**src/rtl/comparator_1bit.sv**
```systemverilog
// Registered one-bit magnitude comparator with MSB-first bit-serial chaining.
// The result register is a one-hot GT/EQ/LT code that drives the outputs directly.
module comparator_1bit (
    input  logic clk,
    input  logic rst,
    input  logic A_in,
    input  logic B_in,
    input  logic in_valid,
    input  logic frame_start,
    output logic is_greater,
    output logic is_equal,
    output logic is_less,
    output logic out_valid
);

    typedef enum logic [2:0] {
        RES_GT = 3'b100,
        RES_EQ = 3'b010,
        RES_LT = 3'b001
    } res_t;

    res_t r_res;
    res_t w_res_next;
    logic r_out_valid;

    function automatic res_t bit_decision(input logic a, input logic b);
        res_t d;
        case ({a, b})
            2'b10:   d = RES_GT;
            2'b01:   d = RES_LT;
            2'b00:   d = RES_EQ;
            2'b11:   d = RES_EQ;
            default: d = RES_EQ;
        endcase
        return d;
    endfunction

    // Next result: a frame start or an undecided (EQ) result takes the new bit,
    // a decided result holds; any non-one-hot code recovers to a legal one.
    always_comb begin
        w_res_next = r_res;
        if (in_valid) begin
            case (r_res)
                RES_EQ:         w_res_next = bit_decision(A_in, B_in);
                RES_GT, RES_LT: w_res_next = frame_start ? bit_decision(A_in, B_in) : r_res;
                default:        w_res_next = bit_decision(A_in, B_in);
            endcase
        end else begin
            case (r_res)
                RES_EQ, RES_GT, RES_LT: w_res_next = r_res;
                default:                w_res_next = RES_EQ;
            endcase
        end
    end

    // Result and valid registers.
    always_ff @(posedge clk or posedge rst) begin
        if (rst) begin
            r_res       <= RES_EQ;
            r_out_valid <= 1'b0;
        end else begin
            r_res       <= w_res_next;
            r_out_valid <= in_valid;
        end
    end

    assign is_greater = r_res[2];
    assign is_equal   = r_res[1];
    assign is_less    = r_res[0];
    assign out_valid  = r_out_valid;

endmodule

```
**config.mk**
```make
export PLATFORM = sky130hd
export DESIGN_NAME = comparator_1bit
export DESIGN_NICKNAME = d
export VERILOG_FILES = /design/src/rtl/comparator_1bit.sv
export SDC_FILE = /design/constraint.sdc
export NUM_CORES = 1
export LEC_CHECK = 0
export CORE_AREA = 4 4 41 43
export DETAILED_ROUTE_END_ITERATION = 12
export DIE_AREA = 0 0 45 47
export MAX_ROUTING_LAYER = met4
export PLACE_DENSITY = 0.43
export SYNTH_ARGS = -nofsm -noshare
export SYNTH_HDL_FRONTEND = slang
export SYNTH_SLANG_ARGS = --single-unit
```
**constraint.sdc**
```tcl
create_clock -name clk -period 1.6 [get_ports clk]
set_clock_uncertainty 0.05 [all_clocks]
set_input_delay 0.32 -clock clk [delete_from_list [all_inputs] [get_ports clk]]
set_output_delay 0.32 -clock clk [all_outputs]
set_load 0.02 [all_outputs]
```
==> flow_summary.json <==
{
  "r2r_end": "r_res[0]$_DFFE_PP0P_",
  "num_io_pins": 10,
  "port_buffers": 9,
  "crit_type": "flip-flop to primary output",
  "hold_buffers": 0,
  "routedWlPerCell_um": 9.06,
  "start_util_pct": 16.3,
  "finalHoldViolations": 0,
  "cp_max_fo": 1,
  "synth_area_sq_um": 211,
  "power.share.sequential_pct": 37.9,
  "cts_root_buffer": "clkbuf_4",
  "cpLargestDelayFamily": "buffers and inverters",
  "status": "finished, final reports clean",
  "syn_nets": 28,
  "drv_cap": 0,
  "ys_warn_count": 0,
  "coreArea_sq_um": 1300,
  "combPwrFrac_pct": 19.8,
  "yosys-top-cells-count": "inv_1, dfrtp_1, a21oi_1, ha_1",
  "crit_slowest_cell": "clkdlybuf4s50_1",
  "synth-edff-count": 0,
  "drive_gt1_share_pct": 12.1,
  "hp-class": "input port to asynchronous set/reset pin",
  "fin_crit_ps": 1510,
  "power_frac_clock_pct": 42.3,
  "drv_slew": 0,
  "cts_setup_buffers": 0,
  "dp_hpwl_um": 379,
  "place_ws_ps": -4.02,
  "dieHeight_um": 47,
  "crit_required_ps": 1230,
  "fin_crit_sh_pct": 94.2,
  "ys.flop_type": "dfrtp_1",
  "grt_pass1_vias": 187,
  "clockBufferDepth": 2,
  "die_x_um": 45,
  "whs_ps": 217,
  "power.switching_w": 0.0000822,
  "p_total_w": 0.000320,
  "synth.most_common_cell": "inv_1",
  "powerDensity_nw_per_um2": 933,
  "routed_wl_um": 435,
  "slowest_delay_ps": 600,
  "ys_types": 13,
  "cts_resized": 3,
  "cts_buffers": 3,
  "cts.clk_slew.worst_paths_ps": 40,
  "seq_area_sq_um": 101,
  "arrival_ps": 1140,
  "synth-async-reset-ratio_pct": 100,
  "synth_cells": 20,
  "cts_tree": "done",
  "relSlewSlack_pct": 83.7,
  "rsz0062_at_grt": "no",
  "antenna_left": 0,
  "synthTopCellsByArea": "dfrtp_1, dfstp_2, ha_1, inv_1, a21oi_1",
  "grt_max_degree": 7,
  "clk_latency_ps": 240,
  "fp.dieArea_sq_um": 2120,
  "viasPerCell": 4.13,
  "synth_top_area_cell": "dfrtp_1",
  "r2r_cells": 3,
  "num_rows": 13,
  "postPlaceCellArea_sq_um": 320,
  "start_kind": "flip-flop",
  "num_antenna_cells": 0,
  "first_iter_violations": 4,
  "fillCellCount": 149,
  "grt.overflow.total": 0,
  "internal_power_w": 0.000238,
  "endpoint_kind": "primary output",
  "regToRegSetupSlack_ps": 370,
  "leakage_nw": 0.162,
  "htree_levels": 1,
  "clock.fmax_ghz": 0.663,
  "remaining_drc_errors": 0,
  "syn_avg_cell_area_sq_um": 10.6,
  "grt_pass1_wl_um": 676,
  "critical_path_buf_inv_count": 1,
  "crit_chain": "clkdlybuf4s50_1",
  "multi_input_area_sq_um": 95.1,
  "drt_pass1_iterations": 3,
  "setup_slack_ps": 92.4,
  "ys_seq_area_share_pct": 47.9,
  "fin_tns_setup_ps": 0,
  "final_cell_area_sq_um": 343,
  "irDropWorstVdd_mv": 0.219,
  "synth_top_area_share_pct": 35.5,
  "setup_violations": 0,
  "tightest_slew_ps": 244,
  "ys_ff_latch": 4,
  "layout.nets": 42,
  "vias": 198,
  "gp_congestion": 0.620,
  "grt_antenna_before_repair": 0,
  "r2r-start": "r_res[1]$_DFFE_PP1P_",
  "cts.sinks": 4,
  "track_usage_pct": 4.99,
  "syn2layout_area_growth_pct": 62.1,
  "p_sw_share_pct": 25.7
}
[flip-flops by register name, summed over array words and instances (netlist names)]
name,cells
out_valid,1
r_res,3
[per-stage QoR]
stage,std cells,utilization (%)
global route,48,26.3
finish,48,26.3
global placement,44,24.6
detailed placement,44,24.6
CTS,48,26.3
floorplan,20,-
[power by group through the flow]
stage               Combinational [W]  Sequential [W]  Clock [W]
finish                      0.0000632        0.000121   0.000135
global route                0.0000694        0.000123   0.000144
CTS                         0.0000640        0.000121   0.000143
detailed placement          0.0000691        0.000123          0
global placement            0.0000689        0.000123          0
floorplan                   0.0000209        0.000133          0
[logic make-up after synthesis]
kind of cell	share of synthesized area (%)
DFF	47.9
AOI/OAI and AO/OA	23.1
and+or+nand+nor	5.92
buffers and inverters	7.10
xor gates and xnor gates	4.14
adders and majority gates	11.8
[how the worst max path moves through the flow]
| stage | slack (ps) | cells after the start | end | start |
|---|---|---|---|---|
| 2_1_floorplan | 360 | 3 | r_res[0]$_DFFE_PP0P_ | r_res[1]$_DFFE_PP1P_ |
| 3_3_place_gp | -2 | 4 | r_res[0]$_DFFE_PP0P_ | frame_start |
| 3_5_place_dp | -4 | 4 | r_res[0]$_DFFE_PP0P_ | frame_start |
| 4_1_cts | 70 | 1 | out_valid | out_valid$_DFF_PP0_ |
| 5_1_grt | 70 | 1 | out_valid | out_valid$_DFF_PP0_ |
| 6_report | 90 | 1 | out_valid | out_valid$_DFF_PP0_ |
[layout by cell type, fill, tap and decap left out]
| cell type | count |
|---|---|
| clkbuf_1 | 1 |
| clkdlybuf4s50_1 | 6 |
| o211ai_1 | 1 |
| clkbuf_4 | 3 |
| ha_1 | 2 |
| dfrtp_1 | 3 |
| or2_1 | 1 |
| dlygate4sd2_1 | 3 |
| xor2_1 | 1 |
| dfstp_2 | 1 |
| o21ai_0 | 1 |
| inv_1 | 4 |
| a31o_1 | 1 |
| nor2b_1 | 1 |
| a21oi_1 | 2 |
| o311a_1 | 1 |
| a22oi_1 | 1 |
[layer usage]
metal | share of wire, % | up-vias | track usage, %
met2 | 40 | 10 | 5.93
met1 | 44 | 91 | 5.50
li1 | - | 97 | -
met5 | 0 | - | -
met4 | 0 | 0 | 5.26
met3 | 16 | 0 | 2.68
[layout make-up]
cell class                 instances  share of cell area (%)
timing repair buffer               9                    25.2
inverter                           4                    4.38
sequential                         4                    29.6
clock buffer                       4                    7.66
tap                               15                    5.47
multi-input combinational         12                    27.7
(Power assumes the default switching activity.)
